[config.mk]
export PLATFORM = sky130hd
export DESIGN_NAME = busio
export DESIGN_NICKNAME = d
export VERILOG_FILES = /design/src/rtl/busio_pkg.sv /design/src/rtl/busio_lane.sv /design/src/rtl/busio.sv
export SDC_FILE = /design/constraint.sdc
export NUM_CORES = 1
export LEC_CHECK = 0
export ABC_AREA = 1
export BUFFER_PORTS_ARGS = -buffer_cell sky130_fd_sc_hd__clkbuf_2
export CAP_MARGIN = 10
export CORE_ASPECT_RATIO = 0.6
export CORE_UTILIZATION = 55
export CTS_BUF_LIST = sky130_fd_sc_hd__clkbuf_8
export DETAILED_ROUTE_END_ITERATION = 10
export PLACE_DENSITY = 0.84
export SKIP_LAST_GASP = 1
export SYNTH_ARGS = -nofsm -noshare
export SYNTH_HDL_FRONTEND = slang
export SYNTH_SLANG_ARGS = --single-unit
[constraint.sdc]
create_clock -name clk -period 7.6 [get_ports clk]
set_clock_uncertainty 0.1 [all_clocks]
set_input_delay 0.38 -clock clk [delete_from_list [all_inputs] [get_ports clk]]
set_output_delay 0.38 -clock clk [all_outputs]
set_load 0.005 [all_outputs]
[src/rtl/busio_pkg.sv]
// busio shared types: mem_size encodings and the bus controller state enum.
// Imported by busio and busio_lane.
package busio_pkg;

  localparam logic [1:0] MEM_SIZE_BYTE = 2'b00;
  localparam logic [1:0] MEM_SIZE_HALF = 2'b01;
  localparam logic [1:0] MEM_SIZE_WORD = 2'b10;

  typedef enum logic [2:0] {
    IDLE,
    FETCH,
    MEM,
    FETCH_DONE,
    MEM_DONE
  } state_t;

endpackage

[src/rtl/busio_lane.sv]
// busio_lane: combinational byte-lane logic for loads and stores.
// Ports: addr_lo/size/sign_ext select the lane; rdata -> load_data,
// wdata -> store_data + strobe. Size 11 behaves as a word.
module busio_lane
  import busio_pkg::*;
(
  input  logic [1:0]  addr_lo,
  input  logic [1:0]  size,
  input  logic        sign_ext,
  input  logic [31:0] rdata,
  input  logic [31:0] wdata,
  output logic [31:0] load_data,
  output logic [31:0] store_data,
  output logic [3:0]  strobe
);

  logic [31:0] shifted;

  always_comb begin
    shifted   = rdata;
    load_data = rdata;
    case (size)
      MEM_SIZE_BYTE: begin
        shifted   = rdata >> {addr_lo, 3'b000};
        load_data = {{24{sign_ext & shifted[7]}},
                     shifted[7:0]};
      end
      MEM_SIZE_HALF: begin
        shifted   = rdata >> {addr_lo[1], 4'b0000};
        load_data = {{16{sign_ext & shifted[15]}},
                     shifted[15:0]};
      end
      default: load_data = rdata;
    endcase
  end

  always_comb begin
    store_data = wdata;
    strobe     = 4'b1111;
    case (size)
      MEM_SIZE_BYTE: begin
        store_data = {4{wdata[7:0]}};
        strobe     = 4'b0001 << addr_lo;
      end
      MEM_SIZE_HALF: begin
        store_data = {2{wdata[15:0]}};
        strobe     = 4'b0011 << {addr_lo[1], 1'b0};
      end
      default: begin
        store_data = wdata;
        strobe     = 4'b1111;
      end
    endcase
  end

endmodule

[src/rtl/busio.sv]
// busio: arbitrates fetch and data accesses onto one external bus.
// Ports: clk, reset (async high); fetch_* side, mem_* side, ext_* bus.
// Define BUSIO_FETCH_BUFFER_EN for a one-entry instruction buffer.
module busio
  import busio_pkg::*;
(
  input  logic        clk,
  input  logic        reset,
  input  logic [31:0] fetch_address,
  output logic [31:0] fetch_data,
  output logic        fetch_ready,
  input  logic [31:0] mem_address,
  input  logic [31:0] mem_store_data,
  input  logic [1:0]  mem_size,
  input  logic        mem_signed,
  input  logic        mem_load,
  input  logic        mem_store,
  output logic [31:0] mem_load_data,
  output logic        mem_ready,
  output logic        ext_valid,
  output logic        ext_instruction,
  output logic [31:0] ext_address,
  output logic [31:0] ext_write_data,
  output logic [3:0]  ext_write_strobe,
  input  logic        ext_ready,
  input  logic [31:0] ext_read_data
);

  state_t state_q, state_d;

  logic [31:0] req_addr_q;
  logic [31:0] req_wdata_q;
  logic [1:0]  req_size_q;
  logic        req_signed_q;
  logic        req_store_q;
  logic [31:0] rdata_q;
  logic [31:0] fetch_hold_q;
  logic [31:0] load_hold_q;

  logic        mem_req;
  logic        buf_hit;
  logic [31:0] buf_word;
  logic        bus_done;
  logic        is_idle;
  logic [31:0] lane_load;
  logic [31:0] lane_wdata;
  logic [3:0]  lane_strobe;

  assign mem_req  = mem_load | mem_store;
  assign is_idle  = (state_q == IDLE);
  assign bus_done = ext_ready &
                    ((state_q == FETCH) | (state_q == MEM));

  busio_lane u_lane (
    .addr_lo    (req_addr_q[1:0]),
    .size       (req_size_q),
    .sign_ext   (req_signed_q),
    .rdata      (rdata_q),
    .wdata      (req_wdata_q),
    .load_data  (lane_load),
    .store_data (lane_wdata),
    .strobe     (lane_strobe)
  );

`ifdef BUSIO_FETCH_BUFFER_EN
  logic [31:0] buf_addr_q;
  logic [31:0] buf_word_q;
  logic        buf_valid_q;
  logic        buf_kill;

  assign buf_hit  = buf_valid_q &
                    (buf_addr_q == fetch_address);
  assign buf_word = buf_word_q;
  assign buf_kill = is_idle & mem_store &
                    (mem_address[31:2] == buf_addr_q[31:2]);

  always_ff @(posedge clk or posedge reset) begin
    if (reset) begin
      buf_addr_q  <= '0;
      buf_word_q  <= '0;
      buf_valid_q <= 1'b0;
    end else if (buf_kill) begin
      buf_valid_q <= 1'b0;
    end else if (state_q == FETCH && ext_ready) begin
      buf_addr_q  <= req_addr_q;
      buf_word_q  <= ext_read_data;
      buf_valid_q <= 1'b1;
    end
  end
`else
  assign buf_hit  = 1'b0;
  assign buf_word = '0;
`endif

  always_comb begin
    state_d = state_q;
    unique case (state_q)
      IDLE: begin
        if (mem_req)
          state_d = MEM;
        else if (buf_hit)
          state_d = FETCH_DONE;
        else
          state_d = FETCH;
      end
      FETCH:      if (ext_ready) state_d = FETCH_DONE;
      MEM:        if (ext_ready) state_d = MEM_DONE;
      FETCH_DONE: state_d = IDLE;
      MEM_DONE:   state_d = IDLE;
      default:    state_d = IDLE;
    endcase
  end

  always_comb begin
    ext_valid        = (state_q == FETCH) |
                       (state_q == MEM);
    ext_instruction  = (state_q == FETCH);
    ext_address      = '0;
    ext_write_data   = '0;
    ext_write_strobe = '0;
    if (ext_valid)
      ext_address = {req_addr_q[31:2], 2'b00};
    if (state_q == MEM && req_store_q) begin
      ext_write_data   = lane_wdata;
      ext_write_strobe = lane_strobe;
    end
    // a fetch whose address moved on is dropped silently
    fetch_ready   = (state_q == FETCH_DONE) &
                    (fetch_address == req_addr_q);
    mem_ready     = (state_q == MEM_DONE);
    fetch_data    = fetch_ready ? rdata_q : fetch_hold_q;
    mem_load_data = (mem_ready & ~req_store_q) ?
                    lane_load : load_hold_q;
  end

  always_ff @(posedge clk or posedge reset) begin
    if (reset) begin
      state_q      <= IDLE;
      req_addr_q   <= '0;
      req_wdata_q  <= '0;
      req_size_q   <= MEM_SIZE_BYTE;
      req_signed_q <= 1'b0;
      req_store_q  <= 1'b0;
      rdata_q      <= '0;
      fetch_hold_q <= '0;
      load_hold_q  <= '0;
    end else begin
      state_q <= state_d;
      if (is_idle) begin
        req_addr_q   <= mem_req ? mem_address
                                : fetch_address;
        req_wdata_q  <= mem_store_data;
        req_size_q   <= mem_size;
        req_signed_q <= mem_signed;
        req_store_q  <= mem_store;
        if (!mem_req && buf_hit)
          rdata_q <= buf_word;
      end
      if (bus_done)
        rdata_q <= ext_read_data;
      if (fetch_ready)
        fetch_hold_q <= rdata_q;
      if (mem_ready && !req_store_q)
        load_hold_q <= lane_load;
    end
  end

endmodule

; ---- Word-level counts from Yosys, hierarchy flattened
; Index checks and enable logic that the tools add are counted.
[word_totals]
reg_bits = 167
latch_bits = 0
ramBits = 0
romBits = 0
out_inout_bits = 136
elab_cells = 48
n_memories = 0
[classes]
addsub = 0
multipliers = 0
div = 0
order_cmp = 0
eq_ne = 8
shift = 4
muxes = 13
bitwise_logic = 8
reduce_logical = 6
[op_table]
columns = operator, n
row1 = 32-bit 2-to-1 mux, 5
row2 = 32-bit one-hot mux with 2 select lines, 2
row3 = 32-bit equality test, 1
row4 = 32-bit by 5-bit >> shifter with 16-bit output, 1
row5 = 32-bit by 5-bit >> shifter with 8-bit output, 1
row6 = 3-bit one-hot mux with 3 select lines, 1
row7 = 4-bit one-hot mux with 2 select lines, 1
row8 = 3-bit by 2-bit equality test with 1-bit output (second input constant), 2
row9 = 3-bit 2-to-1 mux, 2
row10 = 1-bit AND, 5
row11 = 4-bit 2-to-1 mux, 1
row12 = 1-bit by 2-bit << shifter with 4-bit output (first input constant), 1
row13 = 2-bit by 2-bit << shifter with 4-bit output (first input constant), 1
row14 = 3-bit by 1-bit equality test with 1-bit output (second input constant), 1
row15 = 3-bit equality test (second input constant), 1
row16 = 3-bit zero test, 1
row17 = 2-bit by 1-bit equality test with 1-bit output (second input constant), 1
row18 = 1-bit logical AND, 2
row19 = 2-bit zero test, 1
row20 = 2-bit 2-to-1 mux, 1
row21 = 2-bit by 1-bit inequality test with 1-bit output (second input constant), 1
row22 = 2-bit inequality test (second input constant), 1
row23 = 1-bit bitwise OR, 2
row24 = 2-bit AND reduction, 1
row25 = other kinds (2), 2

; ---- Logic depth before layout (Yosys ltp)
; Gate-level depths: netlist of the first run.
[depth]
word_depth = 4
depth_mapped = 12
ltp_nobuf = 11

; ---- Cells and area by module
; From an unflattened synthesis of the first run, not the netlist that was laid out.
[unflattened]
cells_unflattened = 1075
hier_area_um2 = 8956.1
[modules_own_cells]
columns = mod, n_inst, cells_per_inst, area_per_inst_um2, seq_area_each_um2
row1 = busio, 1, 849, 7813.7, 4179.0
row2 = busio_lane, 1, 226, 1142.3, 0.0

; ---- Worst setup path before layout of the first run
; No wires, ideal clock.
[synth_timing]
kind = reg-to-output
from = register req_addr_q[1]
to = output fetch_data[22]
arrival_time_ps = 1425
required_time_ps = 7120
setup_slack_ps = 5695
path_stages_with_launch = 11
path_buffers = 2
cell_sequence = dfrtp_1 -> buf_2 -> xnor2_1 -> nand2_1 -> nor2_1 -> nand2_1 -> nor2_2 -> nand3_2 -> buf_2 -> nand2_1 -> nand2_1
[synth_between]
elab_chain_cells = 3
[synth_rtl]
columns = element, line
row1 = "start, declared", busio.sv:31  ; logic [31:0] req_addr_q;
row2 = "start signal, assigned", busio.sv:150  ; req_addr_q <= mem_req ? mem_address
row3 = 32-bit equality test, busio.sv:129  ; (fetch_address == req_addr_q);
row4 = 1-bit AND, busio.sv:128  ; fetch_ready = (state_q == FETCH_DONE) &
row5 = 32-bit 2-to-1 mux, -
row6 = "end, declared", busio.sv:10  ; output logic [31:0] fetch_data,
; Every way passes these cells.

; ---- Final worst setup path of the first run
[layout_timing]
from = register req_addr_q[0]
to = output fetch_data[20]
; Same word-level chain as after synthesis.

==> impl_results.md, run 1 <==
- Run status: finished clean
- Die Footprint: 16070 um2
- First-pass GRT wire length: 41100 um
- Critical path fanouts, max: 33
- Most used DFF post-synth: dfrtp_1
- Number of standard-cell rows in the floorplan: 34
- Most common cell after layout, fill and taps aside: nand2_1
- Max-cap violations: 0
- Chip Width: 163.0 um
- Post-cts hold buffer count: 1
- Worst vdd ir: 0.2691 mV
- Pin slew with the least headroom to its limit: 1.159 ns
- Total negative slack for setup checks: 0 ns
- Worst Hold Path Cells: 3
- Worst Hold Path EP: req_wdata_q[23]$_DFFE_PP0N_
- Total I/O pin count: 272
- Setup repair bufs after CTS: 0
- Path type of the worst min-delay path: in -> reg
- Count of TritonRoute iterations in the first routing pass: 5
- Root Buffer Master: clkbuf_8
- Post-DR vias/cell: 5.431
- Gate Count Post-Synth: 1093
- Average wire length per cell after detail routing: 16.91 um
- Startpoint of the most critical register-to-register path: req_addr_q[0]$_DFFE_PP0N_
- GRT overflow: 0
- Clock-pin slew of the registers on the worst-case setup and hold paths: 0.10 ns
- Slew Limit Fails: 0
- Final ANT Viol Nets: 0
- WL final: 26040 um
- Setup Viol. Count Final: 0
- Worst endpoint required time: between 7 and 8 ns
- Pin count of the biggest net entering global routing: 95
- Global router's overall resource usage: 0.3332
- Final Critical Period: ~3.8 ns
- Proportion of synthesized flip-flops having asynchronous set or reset: 1.000
- Number of design-rule violations left by the first detailed-router iteration: 1008
- Setup slack of the worst register-to-register path: around 4.7 ns
- Startpoint type of the worst setup path: flip-flop
- Weighted congestion at the end of routability-driven global placement: 0.8942
- CTS buffer count: 17
- Number of design rule violations left after detail routing: 0
- TritonCTS sink count: 167
- Number of enable-type register cells in the synthesized netlist: 0
- Antenna violations before repair: 0
- Worst R2R Path Depth: 12
- Core Box Area: 14850 um2
- Final Hold Violating Endpoints: 0
- Worst-case clock buffer depth: 2
- Leakage power: 5.856 nW
- Total of flip-flops plus latches after synthesis: about 170
- Share of the yosys chip area belonging to registers: 0.4885
- Routed via count: 8364
- Post-cts gate resize count: 0
- Antenna Diode Count: 0
- Distinct cells, synth: 29
- Share of cells above drive strength 1: 0.2563
- Combined area of all synthesized cells: 8554 um2
- Number of levels in the clock H-tree: 4
- Top library cells by usage in the layout, fill and taps aside: nand2_1 (275), clkbuf_2 (269), dfrtp_1 (166)
- Final cell count without fillers: 1540
- Total of buffers placed on input and output ports: around 270
- Worst rel slew slack: 0.2245
- Area added between synthesis and finish: 20.81%
- Total number of yosys warnings: 0
- Endpoint class of the critical path: primary output
- Launch point of the worst hold path: mem_store_data[23]
- Setup repair after global routing missed its margin: false
- Clock network latency to the later pin of the worst-skew pair: 0.45 ns
- Nets: 1466
- Final period util: 0.4946
- Reg-to-reg critical path endpoint: fetch_hold_q[27]$_DFF_PP0_
- Setup CP Type: reg -> out
- Via count of the first global-routing pass: 7826
- Detailed placement HPWL: roughly 19000 um
- Crit path arrival time: 3.28 ns
- Timing-limited maximum frequency: 0.2660 GHz
- Vertical die dimension: 98.60 um
- TritonCTS clock tree: done
- Starting density of the core: 0.5762
- Pwr dens: between 300 and 400 nW/um2
- Post-Synthesis Mean Instance Area: 7.827 um2
- Cell total after placement: ~1500
synth_stat cells (2+ instances only):
library cell | number | area, um2
a211oi_1 | 8 | 60.06
a21oi_1 | 70 | 350.3
a22oi_1 | 8 | 60.06
buf_1 | 2 | 7.510
buf_2 | 29 | 145.1
buf_4 | 2 | 15.01
buf_6 | 2 | 22.52
clkbuf_1 | 26 | 97.59
dfrtp_1 | 167 | 4179
inv_1 | 166 | 623.1
inv_2 | 19 | 71.32
mux2_1 | 22 | 247.7
nand2_1 | 276 | 1036
nand2_2 | 2 | 12.51
nand3_1 | 42 | 210.2
nand4_1 | 32 | 200.2
nor2_1 | 98 | 367.9
nor2_2 | 6 | 37.54
nor3_2 | 2 | 20.02
o211ai_1 | 2 | 15.01
o21ai_0 | 19 | 95.09
o21ai_1 | 35 | 175.2
o221ai_1 | 40 | 350.3
xnor2_1 | 13 | 113.9
worst max path at each step:
stage                                 to                 startpoint  cells past startpoint
3_5_place_dp              fetch_data[20]  req_addr_q[0]$_DFFE_PP0N_                     13
2_1_floorplan  fetch_hold_q[0]$_DFF_PP0_                      reset                      1
3_3_place_gp              fetch_data[23]  req_addr_q[0]$_DFFE_PP0N_                     13
5_1_grt                   fetch_data[10]  req_addr_q[0]$_DFFE_PP0N_                     13
6_report                  fetch_data[20]  req_addr_q[0]$_DFFE_PP0N_                     13
4_1_cts                   fetch_data[20]  req_addr_q[0]$_DFFE_PP0N_                     13
registers in the layout, indices dropped and copies added (netlist names), 2 cells and up:
signal / flops
rdata_q: 32
fetch_hold_q: 32
req_wdata_q: 32
load_hold_q: 32
req_size_q: 2
state_q: 3
req_addr_q: 32
per-stage QoR:
stage          utilization  setup WS, ns  area (um2)  power, W  hold WS [ns]
2_1_floorplan            -         2.602        8558  0.002775        0.3491
3_3_place_gp        0.6693         4.331        9937  0.003422        0.3527
3_5_place_dp        0.6693         4.306        9937  0.003477        0.3555
4_1_cts             0.6961         3.838       10330  0.004105      0.008408
5_1_grt             0.6961         3.493       10330  0.004435       0.01775
6_report            0.6961         3.841       10330  0.004128       0.03014
worst max-delay path: stages (launching register included):
cell and delay (ns):
dfrtp_1 0.64, inv_2 0.28, nand2_1 0.12, nand2_1 0.05
inv_1 0.05, nand2_1 0.04, nor2_1 0.07, nand2_1 0.07
nor2_2 0.07, buf_4 0.32, nand3_2 0.61, nand2_1 0.25
nand2_1 0.11, clkbuf_2 0.13
cell type report:
class                           count  area, um2
Clock buffer                       18      247.7
Clock inverter                     13      140.1
Fill cell                        1231       4512
Inverter                          186      703.2
Multi-Input combinational cell    680       3400
Sequential cell                   167       4180
Tap cell                          198      247.7
Timing Repair Buffer              278       1416
logic make-up after synthesis:
family                    after synthesis  share of synthesized area
other                                   1                  0.0004384
muxes                                  22                    0.02896
buffers and inverters                 247                     0.1153
xor gates and xnor gates               13                    0.01331
and+or+nand+nor                       460                     0.2228
AOI/OAI and AO/OA                     183                     0.1308
DFF                                   167                     0.4885
where the power goes:
part	switching, W	leakage, nW	total (W)	internal, W
Sequential	0.000364	2.06	0.00162	0.00125
Combinational	0.00120	3.62	0.00188	0.000682
Clock	0.000353	0.183	0.000629	0.000275
Total	0.00192	5.86	0.00413	0.00221
per-layer routing:
layer  share of wire  vias up  global-route usage
met5               0        -                   0
met4           0.014        0             0.08267
met3            0.11       28             0.07997
met2            0.43      428              0.4881
met1            0.45     3944              0.4961
li1                -     3964                   -
No activity file was read; power rests on OpenSTA's default activity.
==> run 2, diff against run 1 <==
- ABC_AREA: 1 -> 0
- CORE_UTILIZATION: 55 -> 52
- PLACE_DENSITY: 0.84 -> 0.81
- clock period: 7.6 -> 3.9 ns (I/O delays scaled with it)
==> run 2 against run 1 <==
  * First-iteration DRC count decreased by 52%
  * Final cell count shrank 12%
  * Register-to-register slack worse by 3.5 ns
  * Global-route usage down 0.61 points
  * Critical path depth down 6
  * Sequential share of layout area fell by 3.5 points
  * Worst hold slack improved by 0.017 ns
  * Clock-buffer cell count down 1
  * Worst setup slack worse by 3.3 ns
  * Final area is 9.6% higher
  * Core utilization rose by 6.7 points
  * Largest cell class unchanged
==> impl_results.md, run 2 <==
- Setup Viol. Count Final: 0 (unchanged)
- Pin slew with the least headroom to its limit: 1.046 ns (was 1.159 ns)
- Number of enable-type register cells in the synthesized netlist: 0 (unchanged)
- Top library cells by usage in the layout, fill and taps aside: clkbuf_2 (269), dfrtp_1 (166), dlygate4sd3_1 (131) (was nand2_1 (275), clkbuf_2 (269), dfrtp_1 (166))
- CTS buffer count: 17 (unchanged)
- Top post-synthesis cells by area: dfrtp_1 (51%), mux2_2 (13%), mux2i_1 (6.8%), a21oi_1 (5.3%), nor2_1 (4.0%) (was dfrtp_1 (49%), nand2_1 (12%), inv_1 (7.3%), nor2_1 (4.3%), a21oi_1 (4.1%))
- Post-layout utilization of the core: 0.7629 (was 0.6961)
- Worst endpoint required time: 3.61 ns (was 7.12 ns)
- Slew Limit Fails: 0 (unchanged)
- Vertical die dimension: 98.81 um (was 98.60 um)
- Leakage power: 5.480 nW (was 5.856 nW)
- Startpoint of the most critical register-to-register path: req_addr_q[11]$_DFFE_PP0N_ (was req_addr_q[0]$_DFFE_PP0N_)
- Global router's overall resource usage: 0.3271 (was 0.3332)
- First-pass GRT wire length: 40190 um (was 41100 um)
- Total number of yosys warnings: 0 (unchanged)
- Timing-limited maximum frequency: 0.3011 GHz
- Total negative slack for setup checks: 0 ns (unchanged)
- Post-Synthesis Mean Instance Area: 10.63 um2 (was 7.827 um2)
- Average wire length per cell after detail routing: 18.88 um (was 16.91 um)
- Cell with the most instances after synthesis: dfrtp_1 (was nand2_1)
- WL final: 25640 um (was 26040 um)
- Antenna Diode Count: 0 (unchanged)
- Die Footprint: 16140 um2 (was 16070 um2)
- Number of levels in the clock H-tree: 4 (unchanged)
- Number of standard-cell rows in the floorplan: 34 (unchanged)
- Beginning of the critical path: req_addr_q[11]$_DFFE_PP0N_ (was req_addr_q[0]$_DFFE_PP0N_)
- Launch point of the worst hold path: fetch_address[28] (was mem_store_data[23])
- Endpoint class of the critical path: primary output (unchanged)
- Gate Count Post-Synth: 764 (was 1093)
- Clock-pin slew of the registers on the worst-case setup and hold paths: 0.10 ns (about the same)
- Via count of the first global-routing pass: 7582 (was 7826)
- Critical path fanouts, max: 32 (was 33)
- Pwr dens: 749.4 nW/um2 (was 399.4 nW/um2)
- Pin count of the biggest net entering global routing: 168 (was 95)
- Combined area of all synthesized cells: 8123 um2 (was 8554 um2)
- Root Buffer Master: clkbuf_8 (unchanged)
- Weighted congestion at the end of routability-driven global placement: 0.8390 (was 0.8942)
- Pwr Total: 0.008487 W (was 0.004128 W)
- Post-cts gate resize count: 0 (unchanged)
- Startpoint type of the worst setup path: flip-flop (unchanged)
- Post-DP Area: 9627 um2 (was 9937 um2)
- Setup repair after global routing missed its margin: false (unchanged)
- Count of TritonRoute iterations in the first routing pass: 5 (unchanged)
- Final ANT Viol Nets: 0 (unchanged)
- Worst vdd ir: 0.4184 mV (was 0.2691 mV)
- Number of design rule violations left after detail routing: 0 (unchanged)
- Final Hold Violating Endpoints: 0 (unchanged)
- Worst-case clock buffer depth: 2 (unchanged)
- Area added between synthesis and finish: 39.43% (was 20.81%)
- Max-cap violations: 0 (unchanged)
- Proportion of synthesized flip-flops having asynchronous set or reset: 1.000 (unchanged)
- Chip Width: 163.4 um (was 163.0 um)
- Total of buffers placed on input and output ports: 269 (unchanged)
- Share of Yosys cell area claimed by the top area cell type: 0.5145 (was 0.4885)
- GRT overflow: 0 (unchanged)
- Number of design-rule violations left by the first detailed-router iteration: 488 (was 1008)
- Total non-filler cell area in the finished layout: 11330 um2 (was 10330 um2)
- Core Box Area: 14850 um2 (unchanged)
- Total of flip-flops plus latches after synthesis: 167 (unchanged)
- Area occupied by multi-input gates: 3694 um2 (was 3400 um2)
- Antenna violations before repair: 0 (unchanged)
- Setup CP Type: reg -> out (unchanged)
- Post-DR vias/cell: 5.527 (was 5.431)
- Number of filler cells placed in the layout: 988 (was 1231)
- Final period util: 0.8515
- Final Critical Period: approximately 3.3 ns
- Distinct cells, synth: 34 (was 29)
- Path type of the worst min-delay path: in -> reg (unchanged)
- Yosys top cell by area: dfrtp_1 (unchanged)
- TritonCTS sink count: 167 (unchanged)
- Share of the yosys chip area belonging to registers: 0.5145 (was 0.4885)
- Total I/O pin count: 272 (unchanged)
- Share of cells above drive strength 1: 0.3629 (was 0.2563)
- Detailed placement HPWL: 16100 um (was 19030 um)
- TritonCTS clock tree: done (unchanged)
- Worst rel slew slack: 0.3025 (was 0.2245)
- Setup repair bufs after CTS: 0 (unchanged)
- Nets: 1283 (was 1466)
- Sequential cell area: 4180 um2 (unchanged)
- Routed via count: 7506 (was 8364)
- Hold slack: 0.04683 ns (was 0.03014 ns)
- Most common cell after layout, fill and taps aside: clkbuf_2 (was nand2_1)
- Most used DFF post-synth: dfrtp_1 (unchanged)
- Run status: finished clean (unchanged)
- Starting density of the core: 0.5471 (was 0.5762)
- Crit path arrival time: 3.03 ns (was 3.28 ns)
- List of most frequent post-synthesis cells: dfrtp_1 (167), mux2_2 (93), nor2_1 (87), a21oi_1 (86), mux2i_1 (55) (was nand2_1 (276), dfrtp_1 (167), inv_1 (166), nor2_1 (98), a21oi_1 (70))
- Clock network latency to the later pin of the worst-skew pair: 0.45 ns (about the same)
==> run 2: kinds of logic after synthesis <==
family                 Yosys count  share of synthesized area
flip-flops                     167                     0.5145
XOR/XNOR                        33                    0.03558
other                            1                  0.0004617
AND/OR/NAND/NOR                208                     0.1175
AO/OA/AOI/OAI                  143                    0.09827
buffers and inverters           62                    0.03281
multiplexers                   150                     0.2009
==> run 2: power breakdown <==
part / internal, W / switching [W] / total [W] / leakage, nW
combinational: 0.00191 / 0.00216 / 0.00407 / 3.27
sequential: 0.00244 / 0.000749 / 0.00319 / 2.02
clock: 0.000480 / 0.000740 / 0.00122 / 0.196
total: 0.00483 / 0.00365 / 0.00849 / 5.48
==> run 2: per-layer routing <==
layer | share of wire | global-route usage | wire (um)
met3 | 0.091 | 0.09259 | 2336
met5 | 0 | 0 | 0
met4 | 0.026 | 0.1150 | 677
met2 | 0.48 | 0.5434 | 12240
met1 | 0.40 | 0.4101 | 10380
==> run 2: worst max-delay path, stage by stage (launching register included) <==
cell,delay (ns)
dfrtp_1,0.42
xor2_1,0.17
nor4_1,0.57
nand3_1,0.21
nor4_4,0.17
buf_4,0.44
mux2_2,0.43
clkbuf_2,0.12
==> run 2: repair_timing <==
item | 4_1_cts | 5_1_grt
setup endpoints to repair | 0 | 0
endpoints found under the hold margin | 269 | 0
hold buffers | 131 | 0
==> run 2: final cells by class <==
class,count,share of cell area
sequential,167,0.3691
timing repair buffer,413,0.2444
multi-input combinational,536,0.3261
tap,198,0.02187
clock inverter,15,0.01359
clock buffer,17,0.02066
inverter,12,0.004308
==> run 2: per-stage QoR <==
stage	worst slack, ns	instances
finish	0.5792	1358
global route	0.3980	1358
CTS	0.6333	1358
detailed placement	1.142	1195
global placement	1.170	1195
floorplan	1.478	765
==> run 2: path summary, 6_finish.rpt <==
path                       cells after the start  slack (ns)                          to
min in group asynchronous                      4        0.29  req_addr_q[14]$_DFFE_PP0N_
max                                            7        0.58              fetch_data[14]
min                                            3        0.05  req_addr_q[28]$_DFFE_PP0N_
min reg2reg                                    2        0.40  load_hold_q[5]$_DFFE_PP0N_
max reg2reg                                    6        1.22  fetch_hold_q[14]$_DFF_PP0_
max in group asynchronous                      4        2.43   req_size_q[1]$_DFFE_PP0N_
